**config.mk**
```make
export PLATFORM = sky130hd
export DESIGN_NAME = card_rom_arbiter
export DESIGN_NICKNAME = d
export VERILOG_FILES = /design/src/rtl/card_rom_arbiter_pkg.sv /design/src/rtl/card_rom_arbiter_rr_pick.sv /design/src/rtl/card_rom_arbiter.sv
export SDC_FILE = /design/constraint.sdc
export NUM_CORES = 1
export LEC_CHECK = 0
export BUFFER_PORTS_ARGS = -buffer_cell sky130_fd_sc_hd__buf_2
export CAP_MARGIN = 10
export CORE_ASPECT_RATIO = 0.75
export CORE_MARGIN = 5
export CORE_UTILIZATION = 45
export CTS_BUF_LIST = sky130_fd_sc_hd__clkbuf_8
export DETAILED_ROUTE_END_ITERATION = 10
export PLACE_DENSITY = 0.85
export SKIP_CTS_REPAIR_TIMING = 1
export SYNTH_ARGS = -nofsm -noshare
export SYNTH_HDL_FRONTEND = slang
export SYNTH_SLANG_ARGS = --single-unit
export TNS_END_PERCENT = 1
```
**constraint.sdc**
```tcl
create_clock -name clk_25MHz -period 4.3 [get_ports clk_25MHz]
set_clock_uncertainty 0.15 [all_clocks]
set_input_delay 0.215 -clock clk_25MHz [delete_from_list [all_inputs] [get_ports clk_25MHz]]
set_output_delay 0.215 -clock clk_25MHz [all_outputs]
set_load 0.03 [all_outputs]
```
**src/rtl/card_rom_arbiter_pkg.sv**
```systemverilog
// Shared display constants and arbiter state encoding for the card-sprite lookup.
package card_rom_arbiter_pkg;

    localparam int unsigned CARD_W        = 32;
    localparam int unsigned CARD_H        = 46;
    localparam int unsigned CARD_TYPE_MAX = 53;
    localparam int unsigned PIX_W         = 12;
    localparam int unsigned ID_W          = 2;

    typedef enum logic [1:0] {
        ARB_IDLE   = 2'd0,
        ARB_GRANT  = 2'd1,
        ARB_LOCKED = 2'd2
    } arb_state_t;

    // Round-robin pointer after granting index i among n requesters.
    function automatic logic [ID_W-1:0] ptr_after(input logic [ID_W-1:0] i, input int unsigned n);
        return (32'(i) == n - 1) ? '0 : i + 1'b1;
    endfunction

endpackage

```
**src/rtl/card_rom_arbiter_rr_pick.sv**
```systemverilog
// Combinational round-robin select: first eligible request at or after ptr wins.
module rr_pick
    import card_rom_arbiter_pkg::*;
#(
    parameter int unsigned N_REQ = 4
) (
    input  logic [N_REQ-1:0] req,
    input  logic [ID_W-1:0]  ptr,
    input  logic [N_REQ-1:0] excl,
    output logic [N_REQ-1:0] gnt,
    output logic             any,
    output logic [ID_W-1:0]  idx
);

    always_comb begin
        gnt = '0;
        any = 1'b0;
        idx = '0;
        for (int unsigned k = 0; k < N_REQ; k++) begin
            for (int unsigned i = 0; i < N_REQ; i++) begin
                if (!any && (i == (32'(ptr) + k) % N_REQ) && req[i] && !excl[i]) begin
                    gnt[i] = 1'b1;
                    any    = 1'b1;
                    idx    = ID_W'(i);
                end
            end
        end
    end

endmodule

```
**src/rtl/card_rom_arbiter.sv**
```systemverilog
// Round-robin arbiter with bounded lock driving the shared card-sprite lookup port;
// two-stage pipeline returns the looked-up pixel tagged with the requester id.
module card_rom_arbiter
    import card_rom_arbiter_pkg::*;
#(
    parameter int unsigned N_REQ    = 4,
    parameter int unsigned LOCK_MAX = 64
) (
    input  logic               clk_25MHz,
    input  logic               rst_n,
    input  logic [N_REQ-1:0]   req,
    input  logic [N_REQ-1:0]   req_lock,
    input  logic [6*N_REQ-1:0] req_card_type,
    input  logic [6*N_REQ-1:0] req_x,
    input  logic [6*N_REQ-1:0] req_y,
    output logic [N_REQ-1:0]   gnt,
    output logic [5:0]         rom_card_type,
    output logic [5:0]         rom_x,
    output logic [5:0]         rom_y,
    input  logic [PIX_W-1:0]   rom_pixel,
    output logic               rsp_valid,
    output logic [ID_W-1:0]    rsp_id,
    output logic [PIX_W-1:0]   rsp_pixel,
    output logic               rsp_err
);

    arb_state_t       state;
    logic [ID_W-1:0]  ptr;
    logic [ID_W-1:0]  owner;
    logic [6:0]       lock_cnt;
    logic [N_REQ-1:0] blocked;

    logic [N_REQ-1:0] owner_oh;
    logic             owner_live;
    logic             owner_hold;
    logic             force_break;
    logic [N_REQ-1:0] excl;
    logic [N_REQ-1:0] pick_gnt;
    logic             pick_any;
    logic [ID_W-1:0]  pick_idx;

    logic             win_any;
    logic [ID_W-1:0]  win_idx;
    logic             win_lock;
    logic             win_err;
    logic [5:0]       win_type;
    logic [5:0]       win_x;
    logic [5:0]       win_y;

    logic             s1_valid;
    logic [ID_W-1:0]  s1_id;
    logic             s1_err;

    // A force-broken owner stays out of arbitration until it drops req_lock.
    always_comb begin
        owner_oh = '0;
        for (int unsigned i = 0; i < N_REQ; i++) begin
            owner_oh[i] = (owner == ID_W'(i));
        end
        owner_live  = (state == ARB_LOCKED) && (|(owner_oh & req & req_lock));
        owner_hold  = owner_live && (lock_cnt < 7'(LOCK_MAX));
        force_break = owner_live && !owner_hold;
        excl        = (blocked & req_lock) | ((state == ARB_LOCKED) ? owner_oh : '0);
    end

    rr_pick #(.N_REQ(N_REQ)) u_rr_pick (
        .req  (req),
        .ptr  (ptr),
        .excl (excl),
        .gnt  (pick_gnt),
        .any  (pick_any),
        .idx  (pick_idx)
    );

    always_comb begin
        gnt      = owner_hold ? owner_oh : pick_gnt;
        win_any  = owner_hold || pick_any;
        win_idx  = owner_hold ? owner : pick_idx;
        win_lock = |(gnt & req_lock);
        win_type = '0;
        win_x    = '0;
        win_y    = '0;
        for (int unsigned i = 0; i < N_REQ; i++) begin
            if (win_idx == ID_W'(i)) begin
                win_type = req_card_type[6*i +: 6];
                win_x    = req_x[6*i +: 6];
                win_y    = req_y[6*i +: 6];
            end
        end
        win_err = (win_type > 6'(CARD_TYPE_MAX)) || (win_x > 6'(CARD_W - 1)) ||
                  (win_y > 6'(CARD_H - 1));
    end

    always_ff @(posedge clk_25MHz) begin
        if (!rst_n) begin
            state         <= ARB_IDLE;
            ptr           <= '0;
            owner         <= '0;
            lock_cnt      <= '0;
            blocked       <= '0;
            rom_card_type <= '0;
            rom_x         <= '0;
            rom_y         <= '0;
            s1_valid      <= 1'b0;
            s1_id         <= '0;
            s1_err        <= 1'b0;
            rsp_valid     <= 1'b0;
            rsp_id        <= '0;
            rsp_err       <= 1'b0;
        end else begin
            blocked <= (blocked & req_lock) | (force_break ? owner_oh : '0);

            if (win_any) begin
                ptr <= ptr_after(win_idx, N_REQ);
                if (owner_hold) begin
                    lock_cnt <= lock_cnt + 7'd1;
                end else if (win_lock) begin
                    state    <= ARB_LOCKED;
                    owner    <= win_idx;
                    lock_cnt <= 7'd1;
                end else begin
                    state    <= ARB_GRANT;
                    lock_cnt <= '0;
                end
                rom_card_type <= win_err ? '0 : win_type;
                rom_x         <= win_err ? '0 : win_x;
                rom_y         <= win_err ? '0 : win_y;
            end else begin
                state    <= ARB_IDLE;
                lock_cnt <= '0;
            end

            s1_valid  <= win_any;
            s1_id     <= win_idx;
            s1_err    <= win_any && win_err;
            rsp_valid <= s1_valid;
            rsp_id    <= s1_id;
            rsp_err   <= s1_err;
        end
    end

    assign rsp_pixel = (rsp_valid && !rsp_err) ? rom_pixel : '0;

endmodule
```
==> parameters.txt <==
Parameter                              Value

Global route
  Total routing resource utilization after global routing    0.2223
  Antenna violations before repair    0
  GRT Residual Overflow    0
  First-pass GRT wire length    ~14 mm
  Vias in the first global route    about 3k
  Maximum number of pins on one net before global-route repair    23

Setup path
  Worst flop-to-flop path startpoint    owner[1]
  Worst reg2reg path endpoint    rom_y[4]
  Crit path largest cell delay    approximately 0.38 ns
  CP arrival    about 4.1 ns
  Crit path capture    rom_y[4]
  Critical-path cell list    buf_4 -> and4b_1 -> nor4_4 -> or2b_2 -> o21ai_1 -> buf_4 -> o211ai_2 -> inv_2 -> ha_1 -> buf_4 -> nand3b_1 -> a221o_1 -> a222oi_1 -> o21ai_2 -> o211a_4 -> a32o_1
  Internal reg-to-reg setup slack    0.25 ns
  R2R cell count    16
  Critical path data required time    4.35 ns
  Endpoint class of the critical path    flip-flop
  Startpoint kind of the worst setup timing path    flip-flop
  Critical-path top delay cell    dfxtp_2
  Critical path launch point    owner[1]
  Type of the worst setup path    reg2reg
  CP max FO    18
  Most frequent CP cell    buf_4

Run
  Number of max-capacitance violations reported    0

Synth
  Primary flip-flop cell chosen by synthesis mapping    dfxtp_1
  Async SR Flop Fraction    0
  Yosys warning count    0
  Net count of the mapped netlist    roughly 420
  Netlist area before placement    about 2700 sq um
  Synthesized instance count    between 300 and 400
  Yosys reg bits    43
  Post-synthesis cell type count    63
  Synthesized area divided by synthesized cell count    approximately 8.4 sq um
  Share of synthesized area occupied by flip-flops and latches    0.3185
  Count of flip-flops with a built-in enable after synthesis    0

CTS
  H-tree depth    2
  Latest clock arrival within the worst-skew pair    around 0.3 ns
  Post-CTS clock slew at the launch and capture registers of the worst setup and hold paths    0.09 ns
  Clock tree from TritonCTS    done
  Clk sinks    43
  Buffer levels on the longest clock path    2
  CTS Buf Count    5
  Master cell of the clock root buffer    clkbuf_8

Final layout
  Total number of nets in the final design    556
  Number of fill cells    535
  Post-synthesis to final-layout area growth    35.32%
  Layout cells sized above 1    0.4039
  Count of inserted antenna diode cells    0

Route
  Number of nets still failing antenna checks after routing    0
  Ratio of routed vias to standard cells    5.662
  Number of search-and-repair iterations in the first detailed-routing pass    5
  Final routed DRC violation total    0
  Total Wirelength    about 8.7 mm
  Via count    3,035
  Initial DRC Count    between 200 and 300
  Routed length per placed instance    about 16 microns

STA
  Number of endpoints with negative hold slack in the final report    0
  Setup-failing EPs final    0
  Normalized max-slew margin    0.5608
  Achievable clock frequency    between 200 and 250 MHz
  Final worst path period need    a little over 4 ns
  Final period utilization    0.9428
  Number of slew-limit violations in the final report    0
  Final sum of negative setup slack    0 ns
  Measured slew at the worst slew-check pin    about 0.66 ns
  Final worst hold slack    0.03425 ns

Floorplanning
  Die extent in x    99.49 microns
  Site Rows    24
  Total Die Area    between 7000 and 8000 sq um
  Starting density of the core    0.4639
  I/O pin total    132
  Floorplan core area    approximately 5800 sq um
  Vertical die dimension    ~77 microns

Place
  Routability-driven placement congestion ratio    just over 1
  Port Buffer Count    between 100 and 150
  HPWL after detailed placement    about 7 mm

Hold path
  Worst hold path class    in2reg
  Worst Hold Launch    req_x[19]
  Worst hold path cell count    3

Status
  Result of the run    completed

Power and ir drop
  Peak supply drop    roughly 0.00043 V
  Leakage power of the design    1.701 nW
  P per Cell Area    between 600 and 700 nW/um^2
==> worst max-delay path: cells and delay by family, from the launching register on <==
kind	cells	cell delay [ns]
AOI/OAI and AO/OA	7	1.64
adders and majority gates	1	0.28
buffers and inverters	4	0.64
DFF	1	0.38
and+or+nand+nor	4	0.89
==> report_power, final <==
part           switching (mW)  internal (mW)  total [mW]
Clock                   0.142          0.173       0.315
Sequential             0.0747          0.512       0.586
Combinational           0.872          0.567        1.44
==> registers in the layout, indices dropped and copies added (netlist names), 2 cells and up <==
name,cells
rom_card_type,6
rom_y,6
state,2
rom_x,6
rsp_id,2
blocked,4
owner,2
lock_cnt,7
s1_id,2
ptr,2
==> logic make-up after synthesis <==
family | after synthesis | share of synthesized area
flops | 43 | 0.3185
fa+ha+maj | 5 | 0.02315
xor+xnor | 4 | 0.01297
compound gates | 107 | 0.3227
simple gates | 121 | 0.2509
mux | 3 | 0.01111
buf+inv | 39 | 0.06065
==> synthesized netlist by cell type, types with 6 or more instances <==
| cell | count | area share |
|---|---|---|
| inv_1 | 17 | 0.024 |
| o21ai_1 | 14 | 0.026 |
| dfxtp_1 | 43 | 0.32 |
| a22oi_1 | 6 | 0.017 |
| and2_1 | 18 | 0.042 |
| a221oi_1 | 10 | 0.032 |
| nand2_1 | 34 | 0.047 |
| nand3_1 | 6 | 0.011 |
| nor2_1 | 15 | 0.021 |
| nor3_1 | 13 | 0.024 |
| a21oi_1 | 20 | 0.037 |
| nor2b_1 | 12 | 0.028 |
| a221o_1 | 8 | 0.030 |
| clkbuf_1 | 10 | 0.014 |
==> per-stage QoR <==
step / power, mW / setup slack [ns] / cells / utilization / instance area (sq um)
6_report: 2.340 / 0.2458 / 536 / 0.6278 / 3657
5_1_grt: 2.501 / -0.02355 / 536 / 0.6278 / 3657
4_1_cts: 2.269 / 0.01103 / 536 / 0.6186 / 3603
3_5_place_dp: 1.955 / 0.01266 / 528 / 0.5992 / 3491
3_3_place_gp: 1.921 / 0.2470 / 528 / 0.5992 / 3491
2_1_floorplan: 1.570 / 0.5992 / 322 / - / 2703
==> cells in the final DEF, fill, tap and decap left out, types with 6 or more instances in the layout <==
master      n
nor2_1     15
nand2_1    34
buf_2     131
a221o_1     8
a21oi_1    20
a221oi_1   10
inv_1      17
nor3_1     13
and2_1     18
o21ai_1    13
buf_4      17
nor2b_1    11
dfxtp_1    41
nand3_1     6
==> area by class of cell <==
type                            count  area [sq um]  share of cell area
Clock buffer                        5         68.82             0.01882
Clock inverter                      3         43.79             0.01197
Inverter                           19         71.32             0.01950
Multi-Input combinational cell    240          1729              0.4728
Sequential cell                    43         863.3              0.2361
Tap cell                           78         97.59             0.02668
Timing Repair Buffer              148         783.3              0.2142
==> worst min-delay path by stage <==
| stage | to | slack, ns |
|---|---|---|
| 2_1_floorplan | blocked[3] | 0.20 |
| 3_3_place_gp | rsp_id[0] | 0.27 |
| 3_5_place_dp | rsp_valid | 0.27 |
| 4_1_cts | rom_x[1] | 0.03 |
| 5_1_grt | rom_card_type[0] | 0.05 |
| 6_report | rom_x[1] | 0.03 |
==> per-layer routing <==
| layer | vias to the layer above | global-route usage | share of wire |
|---|---|---|---|
| met5 | - | 0 | 0 |
| met4 | 0 | 0.07640 | 0.035 |
| met3 | 32 | 0.04896 | 0.083 |
| met2 | 171 | 0.3592 | 0.46 |
| met1 | 1365 | 0.2911 | 0.42 |
| li1 | 1467 | - | - |
(Power assumes the default switching activity.)
